$ cat config.mk
export PLATFORM = sky130hd
export DESIGN_NAME = uart_reg_master
export DESIGN_NICKNAME = d
export VERILOG_FILES = /design/src/rtl/uart_reg_master_pkg.sv /design/src/rtl/uart_cmd_fifo.sv /design/src/rtl/uart_reg_master.sv
export SDC_FILE = /design/constraint.sdc
export NUM_CORES = 1
export LEC_CHECK = 0
export CAP_MARGIN = 20
export CORE_UTILIZATION = 50
export CTS_BUF_LIST = sky130_fd_sc_hd__clkbuf_4 sky130_fd_sc_hd__clkbuf_8 sky130_fd_sc_hd__clkbuf_16
export CTS_CLUSTER_DIAMETER = 200
export CTS_CLUSTER_SIZE = 30
export DETAILED_ROUTE_END_ITERATION = 8
export GPL_ROUTABILITY_DRIVEN = 0
export PLACE_DENSITY_LB_ADDON = 0.05
export SLEW_MARGIN = 0
export SYNTH_ARGS = -nofsm -noshare
export SYNTH_HDL_FRONTEND = slang
export SYNTH_SLANG_ARGS = --single-unit
export TNS_END_PERCENT = 30
$ cat constraint.sdc
create_clock -name Clk -period 5.8 [get_ports Clk]
set_clock_uncertainty 0.05 [all_clocks]
set_input_delay 0.58 -clock Clk [delete_from_list [all_inputs] [get_ports Clk]]
set_output_delay 0.58 -clock Clk [all_outputs]
set_load 0.01 [all_outputs]
$ cat src/rtl/uart_reg_master_pkg.sv
// Register-port encodings shared by uart_reg_master and uart_top, plus the master FSM state type.
package uart_reg_master_pkg;

  typedef enum logic [2:0] {
    ST_IDLE,
    ST_LOAD,
    ST_KICK,
    ST_WAIT_TX,
    ST_WAIT_RX,
    ST_READ,
    ST_RSP,
    ST_CLEAR
  } state_t;

  localparam logic REG_SEL_DATA = 1'b1;
  localparam logic REG_SEL_CTRL = 1'b0;

  localparam logic [31:0] CTRL_RXEN    = 32'h1;
  localparam logic [31:0] CTRL_TXSTART = 32'h2;
  localparam logic [31:0] CTRL_CLR     = 32'h4;

  localparam int STAT_TXDONE_BIT = 8;
  localparam int STAT_RXDONE_BIT = 9;

  // Control word that starts a transmit, optionally arming the receiver.
  function automatic logic [31:0] kick_word(input logic want_rx);
    return CTRL_TXSTART | (want_rx ? CTRL_RXEN : 32'h0);
  endfunction

endpackage

$ cat src/rtl/uart_cmd_fifo.sv
// Small synchronous command FIFO with first-word-fall-through read; accepts a push while full
// when a pop happens in the same cycle.
module uart_cmd_fifo #(
  parameter int DEPTH = 4,
  parameter int WIDTH = 9
) (
  input  logic             Clk,
  input  logic             Rst_n,
  input  logic             push,
  input  logic [WIDTH-1:0] din,
  input  logic             pop,
  output logic [WIDTH-1:0] dout,
  output logic             empty,
  output logic             ready
);

  localparam int AW = (DEPTH > 1) ? $clog2(DEPTH) : 1;

  logic [WIDTH-1:0] mem [DEPTH];
  logic [AW:0]      wptr_reg;
  logic [AW:0]      rptr_reg;
  logic             full;
  logic             do_push;
  logic             do_pop;

  // Extra pointer MSB distinguishes full from empty when the indices match.
  assign empty   = (wptr_reg == rptr_reg);
  assign full    = (wptr_reg[AW] != rptr_reg[AW]) && (wptr_reg[AW-1:0] == rptr_reg[AW-1:0]);
  assign do_pop  = pop && !empty;
  assign ready   = !full || do_pop;
  assign do_push = push && ready;
  assign dout    = mem[rptr_reg[AW-1:0]];

  always_ff @(posedge Clk) begin
    if (do_push) mem[wptr_reg[AW-1:0]] <= din;
  end

  always_ff @(posedge Clk or negedge Rst_n) begin
    if (!Rst_n) begin
      wptr_reg <= '0;
      rptr_reg <= '0;
    end else begin
      if (do_push) wptr_reg <= wptr_reg + 1'b1;
      if (do_pop)  rptr_reg <= rptr_reg + 1'b1;
    end
  end

endmodule

$ cat src/rtl/uart_reg_master.sv
// Drives the uart_top register port from a byte command FIFO and returns received bytes.
// Define UART_POLL_TIMEOUT_EN to bound each status-poll state to TIMEOUT_CYCLES cycles.
module uart_reg_master
  import uart_reg_master_pkg::*;
#(
  parameter int FIFO_DEPTH     = 4,
  parameter int TIMEOUT_CYCLES = 65535
) (
  input  logic        Clk,
  input  logic        Rst_n,
  input  logic        cmd_valid_i,
  output logic        cmd_ready_o,
  input  logic [7:0]  cmd_data_i,
  input  logic        cmd_rsp_i,
  output logic        rsp_valid_o,
  input  logic        rsp_ready_i,
  output logic [7:0]  rsp_data_o,
  output logic        reg_sel_o,
  output logic        wr_o,
  output logic [31:0] wdata_o,
  input  logic [31:0] rdata_i,
  output logic        busy_o,
  output logic        timeout_o
);

  state_t     state_reg;
  logic       cur_rsp_reg;
  logic [8:0] fifo_dout;
  logic       fifo_empty;
  logic       tx_done;
  logic       rx_done;
  logic       timeout_hit;
  logic       unused_bits;

  assign tx_done     = rdata_i[STAT_TXDONE_BIT];
  assign rx_done     = rdata_i[STAT_RXDONE_BIT];
  assign busy_o      = (state_reg != ST_IDLE) || !fifo_empty;
  assign unused_bits = ^{rdata_i[31:10], TIMEOUT_CYCLES[0]};

  uart_cmd_fifo #(
    .DEPTH (FIFO_DEPTH),
    .WIDTH (9)
  ) u_fifo (
    .Clk   (Clk),
    .Rst_n (Rst_n),
    .push  (cmd_valid_i),
    .din   ({cmd_rsp_i, cmd_data_i}),
    .pop   (state_reg == ST_IDLE),
    .dout  (fifo_dout),
    .empty (fifo_empty),
    .ready (cmd_ready_o)
  );

`ifdef UART_POLL_TIMEOUT_EN
  logic [15:0] poll_cnt_reg;
  logic        poll_clr;

  // Restart the count on every entry into a wait state.
  assign poll_clr    = (state_reg == ST_KICK) || (state_reg == ST_WAIT_TX && tx_done);
  assign timeout_hit = (poll_cnt_reg == 16'(TIMEOUT_CYCLES - 1)) &&
                       ((state_reg == ST_WAIT_TX && !tx_done) ||
                        (state_reg == ST_WAIT_RX && !rx_done));

  always_ff @(posedge Clk or negedge Rst_n) begin
    if (!Rst_n) begin
      poll_cnt_reg <= '0;
      timeout_o    <= 1'b0;
    end else begin
      timeout_o <= timeout_hit;
      if (poll_clr)
        poll_cnt_reg <= '0;
      else if (state_reg == ST_WAIT_TX || state_reg == ST_WAIT_RX)
        poll_cnt_reg <= poll_cnt_reg + 16'd1;
    end
  end
`else
  assign timeout_hit = 1'b0;
  assign timeout_o   = 1'b0;
`endif

  // Outputs are registered, so each branch sets what the next state drives.
  always_ff @(posedge Clk or negedge Rst_n) begin
    if (!Rst_n) begin
      state_reg   <= ST_IDLE;
      cur_rsp_reg <= 1'b0;
      wr_o        <= 1'b0;
      reg_sel_o   <= REG_SEL_CTRL;
      wdata_o     <= '0;
      rsp_valid_o <= 1'b0;
      rsp_data_o  <= '0;
    end else begin
      wr_o <= 1'b0;
      case (state_reg)
        ST_IDLE: begin
          if (!fifo_empty) begin
            cur_rsp_reg <= fifo_dout[8];
            wr_o        <= 1'b1;
            reg_sel_o   <= REG_SEL_DATA;
            wdata_o     <= {24'h0, fifo_dout[7:0]};
            state_reg   <= ST_LOAD;
          end
        end
        ST_LOAD: begin
          wr_o      <= 1'b1;
          reg_sel_o <= REG_SEL_CTRL;
          wdata_o   <= kick_word(cur_rsp_reg);
          state_reg <= ST_KICK;
        end
        ST_KICK: begin
          wdata_o   <= '0;
          state_reg <= ST_WAIT_TX;
        end
        ST_WAIT_TX: begin
          if (tx_done && cur_rsp_reg) begin
            state_reg <= ST_WAIT_RX;
          end else if (tx_done || timeout_hit) begin
            wr_o      <= 1'b1;
            wdata_o   <= CTRL_CLR;
            state_reg <= ST_CLEAR;
          end
        end
        ST_WAIT_RX: begin
          if (rx_done) begin
            reg_sel_o <= REG_SEL_DATA;
            state_reg <= ST_READ;
          end else if (timeout_hit) begin
            wr_o      <= 1'b1;
            wdata_o   <= CTRL_CLR;
            state_reg <= ST_CLEAR;
          end
        end
        ST_READ: begin
          rsp_data_o  <= rdata_i[7:0];
          rsp_valid_o <= 1'b1;
          reg_sel_o   <= REG_SEL_CTRL;
          state_reg   <= ST_RSP;
        end
        ST_RSP: begin
          if (rsp_ready_i) begin
            rsp_valid_o <= 1'b0;
            wr_o        <= 1'b1;
            wdata_o     <= CTRL_CLR;
            state_reg   <= ST_CLEAR;
          end
        end
        ST_CLEAR: begin
          wdata_o   <= '0;
          state_reg <= ST_IDLE;
        end
        default: state_reg <= ST_IDLE;
      endcase
    end
  end

endmodule

Yosys cells after proc, flatten, opt, wreduce, memory -nomap -nowiden
Memories as Yosys holds them, arrays and structs flattened.
Cells that the tools add are included.
{"block": "word_totals", "ff_bits": 53, "ramBits": 36, "in_bits": 45, "wordCells": 73, "n_memories": 1}
{"name": "u_fifo.mem", "words": 4, "word_bits": 9, "read_ports": 1, "rd_clocked_by_memory_dff": 0, "wr": 1, "line_no": "uart_cmd_fifo.sv:19", "text": "logic [WIDTH-1:0] mem [DEPTH];"}
{"block": "op_classes", "add_sub_neg": 2, "n_eq_ne": 16, "mux": 24, "bitwise": 1, "reduce_logical": 20}
{"op": "$pmux W32 S5", "count": 1}
{"op": "$mux W32", "count": 4}
{"op": "$pmux W3 S8", "count": 1}
{"op": "$mux W3", "count": 5}
{"op": "$eq A3 B3 Y1 const B", "count": 4}
{"op": "$mux W1", "count": 10}
{"op": "$ne A2 B2 Y1 const B", "count": 5}
{"op": "$add A3 B1 Y3 const B", "count": 2}
{"op": "$eq A3 B2 Y1 const B", "count": 2}
{"op": "$reduce_bool A3 Y1", "count": 2}
{"op": "$reduce_and A5 Y1", "count": 1}
{"op": "$reduce_bool A5 Y1", "count": 1}
{"op": "$logic_and A1 B1 Y1", "count": 4}
{"op": "$pmux W1 S4", "count": 1}
{"op": "$reduce_and A2 Y1", "count": 2}
{"op": "$reduce_and A4 Y1", "count": 1}
{"op": "$reduce_or A2 Y1", "count": 2}
{"op": "$eq A3 B1 Y1 const B", "count": 1}
{"op": "$eq A3 B3 Y1", "count": 1}
{"op": "$logic_not A3 Y1", "count": 1}
{"op": "$ne A3 B3 Y1 const B", "count": 1}
{"op": "$pmux W1 S3", "count": 1}
{"op": "$reduce_and A3 Y1", "count": 1}
{"op": "$eq A2 B2 Y1", "count": 1}
{"op": "other kinds (6)", "count": 8}

Logic depth before layout (Yosys ltp)
Gate-level depths: netlist of run 1.
{"block": "logic_depth", "word_depth": 7, "mapped_depth": 5}

Hierarchy
Synthesis of run 1 repeated with hierarchy kept, for this count alone.
{"block": "unflattened", "hier_cells": 205, "area_unflattened_um2": 3034.2}
{"mod": "uart_cmd_fifo", "instances": 1, "cells_per_inst": 87, "area_each_um2": 1711.6}
{"mod": "uart_reg_master", "instances": 1, "cells_per_inst": 118, "area_each_um2": 1322.5}

Least setup slack after synthesis of run 1
OpenSTA, ideal clock, no wires.
{"block": "synth_path", "path_type": "reg-to-output", "from": "register u_fifo.wptr_reg[0]", "to": "output port busy_o", "arrival_ns": 1.311, "slack_ns": 3.859, "path_stages_with_launch": 4, "path_buffers": 0, "path_cell_list": "dfrtp_1 xnor2_1 nand3_1 or2_2"}
{"block": "synth_via", "elab_chain_cells": 3}
{"element": "start: declaration", "line_no": "uart_cmd_fifo.sv:20", "text": "logic [AW:0] wptr_reg;"}
{"element": "start signal: assignment", "line_no": "uart_cmd_fifo.sv:43", "text": "if (do_push) wptr_reg <= wptr_reg + 1'b1;"}
{"element": "$eq A3 B3 Y1", "line_no": "uart_cmd_fifo.sv:27", "text": "assign empty = (wptr_reg == rptr_reg);"}
{"element": "$logic_not A1 Y1", "line_no": "uart_reg_master.sv:37", "text": "assign busy_o = (state_reg != ST_IDLE) || !fifo_empty;"}
{"element": "$logic_or A1 B1 Y1", "line_no": "uart_reg_master.sv:37"}
{"element": "end: declaration", "line_no": "uart_reg_master.sv:22", "text": "output logic busy_o,"}
Every way passes these cells.

Final worst setup path of run 1
{"block": "layout_path", "from": "register u_fifo.rptr_reg[0]", "to": "output port busy_o"}
{"block": "layout_via", "elab_chain_cells": 3}
{"element": "start: declaration", "line_no": "uart_cmd_fifo.sv:21", "text": "logic [AW:0] rptr_reg;"}
{"element": "start signal: assignment", "line_no": "uart_cmd_fifo.sv:44", "text": "if (do_pop) rptr_reg <= rptr_reg + 1'b1;"}
{"element": "$eq A3 B3 Y1", "line_no": "uart_cmd_fifo.sv:27"}
{"element": "$logic_not A1 Y1", "line_no": "uart_reg_master.sv:37"}
{"element": "$logic_or A1 B1 Y1", "line_no": "uart_reg_master.sv:37"}
Every way passes these cells.

==> results of run 1 <==
## final cells by class
| class | count | area, um2 |
|---|---|---|
| Tap cell | 72 | 90.09 |
| Clock inverter | 7 | 55.05 |
| Clock buffer | 9 | 123.9 |
| Timing Repair Buffer | 44 | 437.9 |
| Fill cell | 450 | 2073 |
| Inverter | 5 | 18.77 |
| Multi-Input combinational cell | 122 | 1002 |
| Sequential cell | 65 | 1807 |
## metal layers
metal,vias up,wire (um),GRT usage [%]
met2,53,2391,27.91
met1,770,2063,20.39
met3,7,267,4.943
li1,762,-,-
met5,-,0,0
met4,0,57,7.091
## worst max-delay path, delay by kind of cell (launching register included)
family                 cells  cell delay [ns]
flip-flops                 1             0.64
buffers and inverters      1             0.48
AND/OR/NAND/NOR            2             0.62
XOR/XNOR                   1             0.58
## cells in the final DEF (no fill, tap or decap), types with 2 or more instances in the layout
cell type and count:
sky130_fd_sc_hd__clkinv_4 2, sky130_fd_sc_hd__clkdlybuf4s50_1 43, sky130_fd_sc_hd__conb_1 25, sky130_fd_sc_hd__o21ai_0 5, sky130_fd_sc_hd__ha_1 5, sky130_fd_sc_hd__inv_6 2, sky130_fd_sc_hd__and2_1 4, sky130_fd_sc_hd__edfxtp_1 36
sky130_fd_sc_hd__dfrtp_1 29, sky130_fd_sc_hd__inv_1 5, sky130_fd_sc_hd__nor2_1 7, sky130_fd_sc_hd__a21oi_1 3, sky130_fd_sc_hd__nand2b_1 4, sky130_fd_sc_hd__mux2_2 17, sky130_fd_sc_hd__mux4_2 9, sky130_fd_sc_hd__clkinvlp_4 2
sky130_fd_sc_hd__xnor2_1 5, sky130_fd_sc_hd__or2_2 3, sky130_fd_sc_hd__nand2_1 5, sky130_fd_sc_hd__nor2b_1 9, sky130_fd_sc_hd__nand3_1 2, sky130_fd_sc_hd__a31oi_1 2, sky130_fd_sc_hd__clkbuf_8 9, sky130_fd_sc_hd__xor2_1 3
## power groups by stage
stage          sequential, mW  combinational (mW)  clock (mW)
2_1_floorplan           0.749               0.470           0
3_3_place_gp            0.786               0.645           0
3_5_place_dp            0.797               0.666           0
4_1_cts                 0.787               0.667       0.351
5_1_grt                 0.810               0.718       0.370
6_report                0.785               0.658       0.343
## worst min path at each step
stage / startpoint / end / slack, ns / cells after the start
global route: rsp_data_o[4]$_DFFE_PN0P_ / rsp_data_o[4]$_DFFE_PN0P_ / 0.48 / 1
CTS: reg_sel_o$_DFFE_PN0P_ / reg_sel_o$_DFFE_PN0P_ / 0.45 / 1
floorplan: Rst_n / cur_rsp_reg$_DFFE_PN0P_ / 0.23 / 0
finish: reg_sel_o$_DFFE_PN0P_ / reg_sel_o$_DFFE_PN0P_ / 0.45 / 1
global placement: reg_sel_o$_DFFE_PN0P_ / reg_sel_o$_DFFE_PN0P_ / 0.41 / 1
detailed placement: reg_sel_o$_DFFE_PN0P_ / reg_sel_o$_DFFE_PN0P_ / 0.43 / 1
## through the flow
| step | instances | area (um2) | util [%] | worst slack [ns] | hold WS (ns) |
|---|---|---|---|---|---|
| floorplan | 223 | 3042 | - | 3.859 | 0.2344 |
| global placement | 308 | 3356 | 59.84 | 2.897 | 0.4127 |
| detailed placement | 308 | 3356 | 59.84 | 2.851 | 0.4349 |
| CTS | 324 | 3535 | 63.03 | 2.462 | 0.4527 |
| global route | 324 | 3535 | 63.03 | 2.319 | 0.4768 |
| finish | 324 | 3535 | 63.03 | 2.515 | 0.4504 |
## cells by family after synthesis
group,count (synthesis)
adder cells (fa/ha/maj),5
other,1
AND/OR/NAND/NOR,39
XOR/XNOR,8
multiplexers,26
AO/OA/AOI/OAI,19
flip-flops,65
buffers and inverters,36
==> out/qor_table.md, run 1 <==
| Metric | Reported |
| --- | --- |
| FF+latch count, synth | 65 |
| Number of top-level design ports | 91 |
| Sum of routed wire length over all layers | 4780 um |
| First element of the critical path | u_fifo.rptr_reg[0]$_DFFE_PN0P_ |
| Total congestion overflow after global routing | 0 |
| Core Box Area | 5608 um2 |
| Dominant cell type by area after synthesis | sky130_fd_sc_hd__edfxtp_1 |
| Pwr per Cell Area | 505.0 nW/um2 |
| Instance count of the mapped netlist | 199 |
| Worst setup SP type | flip-flop |
| Static leakage | 1.376 nW |
| Worst skew pair latency | 0.34 ns |
| Clock tree buffer depth | 2 |
| Simple logic cell fraction of the synthesized area | 7.503% |
| Top area cells in the synthesized netlist | sky130_fd_sc_hd__edfxtp_1, sky130_fd_sc_hd__dfrtp_1, sky130_fd_sc_hd__mux4_2 |
| Pins Over Slew Limit | 0 |
| Worst Path Max Fanout | 12 |
| Total global-route track usage | 16.76% |
| DIE HEIGHT | 78.83 um |
| Cell-internal power | 1.174 mW |
| Area fraction in compound gates after synthesis | 5.426% |
| Cells along the critical path | xnor2_1, nand3_1, or2_2, clkdlybuf4s50_1 |
| Worst hold-check path type | flip-flop to flip-flop |
| Initial Utilization | 52.63% |
| Async S/R FF share, synth | 44.62% |
| EDFF count, synth | 36 |
| Highest cell delay on the worst timing path | 0.64 ns |
| Maximum number of pins on one net before global-route repair | 30 |
| Endpoints failing setup | 0 |
| Fraction of power spent switching nets | 34.25% |
| Detailed-placement wirelength estimate | 3304 um |
| FF-to-FF Start | u_fifo.rptr_reg[0]$_DFFE_PN0P_ |
| Netlist area before placement | 2952 um2 |
| Setup Fix Bufs, Post-CTS | 0 |
| Top achievable clock speed | 0.3044 GHz |
| DR iter-0 viols | 36 |
| Required time of the worst setup path | 5.17 ns |
| First-pass GRT wire length | 7652 um |
| Post-synthesis average cell area | 14.83 um2 |
| Synth cell types | 36 |
| Inserted Clock Buffers | 9 |
| Area share of fa/ha/maj cells after synthesis | 2.120% |
| Critical Path End Type | output pin |
| Unrepaired setup endpoints after global routing | false |
| Combinational family with the most area after synthesis | multiplexers |
| Clock network fraction of total power | 19.2% |
| Max-cap violations | 0 |
| Number of gates resized after CTS | 0 |
| Most used standard cell by instance count after synthesis | sky130_fd_sc_hd__edfxtp_1 |
| Synth warnings | 0 |
| Max-slew headroom at the worst pin | 53.31% |
| Number of clock sinks | 65 |
| Power consumption | 1.785 mW |
| Cell types with the highest counts after synthesis | sky130_fd_sc_hd__edfxtp_1, sky130_fd_sc_hd__dfrtp_1, sky130_fd_sc_hd__buf_4 |
| Cell at the root of the clock tree | sky130_fd_sc_hd__clkbuf_8 |
| Count of vias placed by the detailed router | 1592 |
| Seq pwr share | 44.0% |
| Antenna violations before repair | 0 |
| Clock slew at the register clock pins of the worst setup and hold paths | 0.07 ns |
| Number of antenna cells inserted | 0 |
| Remaining design rule violation count | 0 |
| Remaining number of nets flagged by the antenna check after routing | 0 |
| Sequential element share of the synthesized area | 61.21% |
| Vias in the first global route | 1607 |
| Die area | 6214 um2 |
| Peak VDD IR | 220.7 uV |
| Area growth from synthesis to layout | 19.75% |
| Fraction of layout cells with a size suffix above 1 | 20.24% |
| Startpoint-to-endpoint class of the critical path | flip-flop to output pin |
| End point of the critical path | busy_o |
| Proportion of power drawn by combinational gates | 36.8% |
| Final nets | 297 |
| Run status | completed |
| Final critical-path required period | 3.285 ns |
| Reg-to-reg slack, setup | 3.40 ns |
| Cells on worst reg2reg path | 4 |
| CTS tree | done |
| Wire per inst | 14.75 um |
| Synth Area in XOR/XNOR | 2.374% |
| Share of cell area taken by muxes after synthesis | 13.35% |
| Number of flip-flops under the largest register name | 36 |
| Worst slew pin tran | 0.7003 ns |
| Top cell type's share of synthesized area | 36.63% |
| CTS hold repair buffers | 0 |
| Final count of hold timing violations | 0 |
| Horizontal die dimension | 78.83 um |
| Flip-flop cell with the highest count after synthesis | sky130_fd_sc_hd__edfxtp_1 |
| Arrival time at the worst endpoint | 2.66 ns |
| Quantity of I/O buffers inserted on ports | 43 |
| First-pass DRT Iterations | 4 |
| Final period utilization | 56.64% |
| Capturing point of the worst reg2reg path | wdata_o[4]$_DFFE_PN0P_ |
| Switching component of the power | 0.6115 mW |
| Slowest cell on crit path | sky130_fd_sc_hd__dfrtp_1 |
| Via/cell ratio | 4.914 |
| Htree depth | 3 |
| Total number of placement rows | 27 |
| Post-route setup TNS | 0 ns |
No activity file was read; power rests on OpenSTA's default activity.
==> run 2: changes to the inputs <==
- CORE_UTILIZATION: 50 -> 47
- clock period: 5.8 -> 3.2 ns (I/O delays scaled with it)
==> out/qor_table.md, run 2 (synthesis results as in run 1) <==
| Metric | Reported | Delta |
| --- | --- | --- |
| Run status | completed |  |
| Top achievable clock speed | 0.3475 GHz |  |
| Crit path setup slack, layout | 0.3227 ns | -2.192 ns |
| CTS tree | done |  |
| Final nets | 298 | +0.34% |
| Worst hold-check path type | input pin to async pin |  |
| Fraction of layout cells with a size suffix above 1 | 20.16% | -0.080 points |
| Worst slew pin tran | 0.5387 ns | -0.1616 ns |
| Total number of placement rows | 28 | +3.7% |
| Busiest layer in global routing | met2 |  |
| DIE HEIGHT | 81.25 um | +3.1% |
| First-pass GRT wire length | 7479 um | -2.3% |
| Via/cell ratio | 4.933 | +0.39% |
| Commonest non-fill, non-tap cells in the layout | sky130_fd_sc_hd__clkdlybuf4s50_1, sky130_fd_sc_hd__edfxtp_1, sky130_fd_sc_hd__dfrtp_1, sky130_fd_sc_hd__conb_1, sky130_fd_sc_hd__mux2_2 |  |
| Remaining number of nets flagged by the antenna check after routing | 0 | unchanged |
| Remaining design rule violation count | 0 | unchanged |
| Pins Over Slew Limit | 0 | unchanged |
| Max-cap violations | 0 | unchanged |
| DR iter-0 viols | 63 | +75% |
| Final period utilization | 89.92% |  |
| Power consumption | 3.300 mW | +85% |
| Worst setup SP type | flip-flop |  |
| Htree depth | 3 | unchanged |
| Met1 Use GR | 20.16% | -0.23 points |
| Number of flip-flops under the largest register name | 36 | unchanged |
| Horizontal die dimension | 81.25 um | +3.1% |
| Worst Path Max Fanout | 12 | unchanged |
| Setup Fix Bufs, Post-CTS | 0 | unchanged |
| Die area | 6601 um2 | +6.2% |
| First-pass DRT Iterations | 4 | unchanged |
| Peak VDD IR | 450.7 uV | +100% |
| Final count of hold timing violations | 0 | unchanged |
| Unrepaired setup endpoints after global routing | false |  |
| Post-route setup TNS | 0 ns | unchanged |
| Leading cell type in the layout, fill and taps excluded | sky130_fd_sc_hd__clkdlybuf4s50_1 |  |
| Number of top-level design ports | 91 | unchanged |
| Initial Utilization | 49.27% | -3.4 points |
| Pwr per Cell Area | 926.7 nW/um2 | +83% |
| Core Box Area | 5991 um2 | +6.8% |
| Number of clock sinks | 65 | unchanged |
| Count of vias placed by the detailed router | 1618 | +1.6% |
| Final critical-path required period | 2.877 ns |  |
| Wire per inst | 14.82 um | +0.45% |
| Critical Path End Type | output pin |  |
| Number of cells in the finished layout apart from fillers | 328 | +1.2% |
| Number of gates resized after CTS | 0 | unchanged |
| Clock slew at the register clock pins of the worst setup and hold paths | 0.07 ns | about the same |
| Static leakage | 1.396 nW | +1.4% |
| Clock tree buffer depth | 2 | unchanged |
| Detailed-placement wirelength estimate | 3335 um | +0.95% |
| Post-placement worst setup slack | 0.6541 ns | -2.197 ns |
| Total global-route track usage | 16.11% | -0.66 points |
| Arrival time at the worst endpoint | 2.51 ns | -0.15 ns |
| Antenna violations before repair | 0 | unchanged |
| Maximum number of pins on one net before global-route repair | 30 | unchanged |
| Required time of the worst setup path | 2.83 ns | -2.34 ns |
| Routing usage on met2 | 25.80% | -2.1 points |
| Max-slew headroom at the worst pin | 64.09% | +11 points |
| Startpoint-to-endpoint class of the critical path | flip-flop to output pin |  |
| Endpoints failing setup | 0 | unchanged |
| Worst skew pair latency | 0.33 ns | about the same |
| Quantity of I/O buffers inserted on ports | 43 | unchanged |
| CTS hold repair buffers | 0 | unchanged |
| Met3 Track Usage GR | 3.596% | -1.3 points |
| Vias in the first global route | 1532 | -4.7% |
| Sum of routed wire length over all layers | 4861 um | +1.7% |
| Cell at the root of the clock tree | sky130_fd_sc_hd__clkbuf_8 |  |
| Area growth from synthesis to layout | 20.64% |  |
| Inserted Clock Buffers | 9 | unchanged |
| Placed cells | 312 | +1.3% |
| Number of antenna cells inserted | 0 | unchanged |
| Worst hold margin | 0.3275 ns | -0.1230 ns |
| Total congestion overflow after global routing | 0 | unchanged |
run 2: cell count changes in the layout (fill, tap and decap cells not counted), sizes merged:
| cell | change |
|---|---|
| clkinv | +2 |
| clkinvlp | -2 |
| bufinv | +1 |
| inv | -1 |
| buf | +1 |
run 2: final timing paths:
check	startpoint	to	slack [ns]	cells past startpoint
hold reg to reg	reg_sel_o$_DFFE_PN0P_	reg_sel_o$_DFFE_PN0P_	0.45	1
setup / recovery	u_fifo.rptr_reg[1]$_DFFE_PN0P_	busy_o	0.32	4
min in group Clk	reg_sel_o$_DFFE_PN0P_	reg_sel_o$_DFFE_PN0P_	0.45	1
hold / removal	Rst_n	reg_sel_o$_DFFE_PN0P_	0.33	2
max in group asynchronous	Rst_n	rsp_data_o[5]$_DFFE_PN0P_	2.49	2
setup reg to reg	state_reg[2]$_DFFE_PN0P_	u_fifo.mem[3][5]$_DFFE_PP_	0.93	3
run 2: routing by layer:
layer	share of wire, %	vias up
met1	44	791
li1	-	763
met5	0	-
met4	1.8	0
met3	4.9	11
met2	50	53
run 2: critical path, stage by stage (launching register included):
cell,delay [ns]
sky130_fd_sc_hd__dfrtp_1,0.57
sky130_fd_sc_hd__xnor2_1,0.54
sky130_fd_sc_hd__nand3_1,0.25
sky130_fd_sc_hd__or2_2,0.34
sky130_fd_sc_hd__clkdlybuf4s50_1,0.48
run 2: metrics by stage:
stage          util, %  cell area [um2]
3_3_place_gp     56.20             3367
2_1_floorplan        -             3042
4_1_cts          59.44             3561
5_1_grt          59.44             3561
3_5_place_dp     56.20             3367
6_report         59.44             3561
run 2: report_power, final:
group	switching, mW	internal (mW)
clock network	0.318	0.359
registers	0.210	1.17
logic	0.563	0.676
run 2: layout make-up:
cell class	count	area, um2
Clock inverter	7	70.07
Sequential cell	65	1807
Fill cell	478	2430
Tap cell	75	93.84
Inverter	5	18.77
Timing Repair Buffer	45	445.4
Multi-Input combinational cell	122	1002
Clock buffer	9	123.9
==> run 3: changes to the inputs <==
- CAP_MARGIN: 20 -> unset
- CORE_ASPECT_RATIO: unset -> 0.6
==> out/qor_table.md, run 3 (synthesis results as in run 1) <==
| Metric | Reported | Delta |
| --- | --- | --- |
| Pwr per Cell Area | 944.4 nW/um2 | +1.9% |
| Cells along the critical path | xnor2_1, nand3_1, or2_2, clkdlybuf4s50_1 |  |
| Final count of hold timing violations | 0 | unchanged |
| Endpoints failing setup | 0 | unchanged |
| Max-slew headroom at the worst pin | 61.87% | -2.2 points |
| Pins Over Slew Limit | 0 | unchanged |
| Inserted Clock Buffers | 9 | unchanged |
| Via/cell ratio | 4.964 | +0.63% |
| Post-route setup TNS | 0 ns | unchanged |
| First-pass DRT Iterations | 4 | unchanged |
| Placed inst area | 3373 um2 | +0.19% |
| Cell at the root of the clock tree | sky130_fd_sc_hd__clkbuf_8 |  |
| Arrival time at the worst endpoint | 2.63 ns | +0.12 ns |
| Number of antenna cells inserted | 0 | unchanged |
| Worst slew pin tran | 0.5720 ns | +0.03335 ns |
| CTS tree | done |  |
| Static leakage | 1.399 nW | +0.22% |
| CTS hold repair buffers | 0 | unchanged |
| Number of gates resized after CTS | 0 | unchanged |
| Worst hold margin | 0.3227 ns | -0.004789 ns |
| Initial Utilization | 50.83% | +1.6 points |
| Top achievable clock speed | 0.3335 GHz | -4.1% |
| Final critical-path required period | 2.999 ns | +0.1215 ns |
| Total global-route track usage | 17.75% | +1.6 points |
| Worst setup SP type | flip-flop |  |
| Total number of placement rows | 21 | -25% |
| Required time of the worst setup path | 2.83 ns | about the same |
| Worst skew pair latency | 0.34 ns | about the same |
| Fraction of layout cells with a size suffix above 1 | 19.76% | -0.40 points |
| Clock slew at the register clock pins of the worst setup and hold paths | 0.06 ns | about the same |
| DIE HEIGHT | 63.39 um | -22% |
| DR iter-0 viols | 65 | +3.2% |
| Highest cell delay on the worst timing path | 0.59 ns | +0.02 ns |
| Setup Fix Bufs, Post-CTS | 0 | unchanged |
| Peak VDD IR | 501.5 uV | +11% |
| Maximum number of pins on one net before global-route repair | 30 | unchanged |
| Horizontal die dimension | 104.3 um | +28% |
| Clock tree buffer depth | 2 | unchanged |
| Worst Path Max Fanout | 12 | unchanged |
| Unrepaired setup endpoints after global routing | false |  |
| Startpoint-to-endpoint class of the critical path | flip-flop to output pin |  |
| Wire per inst | 15.58 um | +5.1% |
| Count of vias placed by the detailed router | 1653 | +2.2% |
| Run status | completed |  |
| Number of clock sinks | 65 | unchanged |
| Max-cap violations | 0 | unchanged |
| Detailed-placement wirelength estimate | 3692 um | +11% |
| Slowest cell on crit path | sky130_fd_sc_hd__dfrtp_1 |  |
| Worst hold-check path type | input pin to async pin |  |
| Number of top-level design ports | 91 | unchanged |
| Quantity of I/O buffers inserted on ports | 43 | unchanged |
| Core Box Area | 5807 um2 | -3.1% |
| Filler instances | 441 | -7.7% |
| Total congestion overflow after global routing | 0 | unchanged |
| Htree depth | 3 | unchanged |
| Die area | 6611 um2 | +0.16% |
| Critical Path End Type | output pin |  |
| Sum of routed wire length over all layers | 5189 um | +6.7% |
| Final nets | 298 | unchanged |
| Remaining design rule violation count | 0 | unchanged |
| Commonest non-fill, non-tap cells in the layout | sky130_fd_sc_hd__clkdlybuf4s50_1, sky130_fd_sc_hd__edfxtp_1, sky130_fd_sc_hd__dfrtp_1, sky130_fd_sc_hd__conb_1, sky130_fd_sc_hd__mux2_2 |  |
| Antenna violations before repair | 0 | unchanged |
| Final design area excluding fillers | 3582 um2 | +0.60% |
| Vias in the first global route | 1676 | +9.4% |
| Number of flip-flops under the largest register name | 36 | unchanged |
| Area growth from synthesis to layout | 21.37% |  |
| Remaining number of nets flagged by the antenna check after routing | 0 | unchanged |
| Leading cell type in the layout, fill and taps excluded | sky130_fd_sc_hd__clkdlybuf4s50_1 |  |
| First-pass GRT wire length | 8514 um | +14% |
| Final period utilization | 93.71% | +3.8 points |
run 3: changes by cell type in the layout (fill, tap and decap cells not counted), sizes merged:
cell,change
bufinv,+1
clkinv,-1
clkinvlp,+1
inv,-1
run 3: metrics by stage:
stage / setup slack (ns) / std cells / utilization, % / power [mW]
floorplan: 1.289 / 223 / - / 2.208
global placement: 0.6046 / 317 / 58.09 / 2.632
detailed placement: 0.5990 / 317 / 58.09 / 2.679
CTS: 0.1782 / 333 / 61.69 / 3.419
global route: 0.06012 / 333 / 61.69 / 3.600
finish: 0.2012 / 333 / 61.69 / 3.383
run 3: critical path, delay by kind of cell (launching register included):
kind | cells | cell delay [ns]
flops | 1 | 0.59
buf+inv | 1 | 0.49
simple gates | 2 | 0.65
xor+xnor | 1 | 0.55
run 3: layout make-up:
cell class | instances | area (um2) | share of cell area (%)
clock buffer | 9 | 123.9 | 3.458
clock inverter | 7 | 85.08 | 2.375
inverter | 5 | 18.77 | 0.5239
multi-input combinational | 122 | 1002 | 27.98
sequential | 65 | 1807 | 50.44
tap | 80 | 100.1 | 2.794
timing repair buffer | 45 | 445.4 | 12.43
run 3: report_power, final:
part           switching (mW)  internal [mW]
Clock                   0.293          0.430
Sequential              0.222           1.17
Combinational           0.586          0.677
Total                    1.10           2.28
run 3: routing by layer:
metal / share of wire, % / GRT usage, % / vias up
li1: - / - / 759
met1: 44 / 21.38 / 818
met2: 49 / 29.64 / 67
met3: 6.0 / 6.936 / 9
met4: 1.3 / 5.357 / 0
met5: 0 / 0 / -
run 3: path summary, 6_finish.rpt:
check                                                from  slack [ns]  cells past startpoint                              to
max                        u_fifo.rptr_reg[1]$_DFFE_PN0P_        0.20                      4                          busy_o
min                                                 Rst_n        0.32                      2        state_reg[2]$_DFFE_PN0P_
max reg2reg                u_fifo.rptr_reg[1]$_DFFE_PN0P_        0.88                      4          wdata_o[6]$_DFFE_PN0P_
min reg2reg                         reg_sel_o$_DFFE_PN0P_        0.42                      1           reg_sel_o$_DFFE_PN0P_
max in group asynchronous                           Rst_n        2.49                      2  u_fifo.wptr_reg[0]$_DFFE_PN0P_
min in group Clk                    reg_sel_o$_DFFE_PN0P_        0.42                      1           reg_sel_o$_DFFE_PN0P_
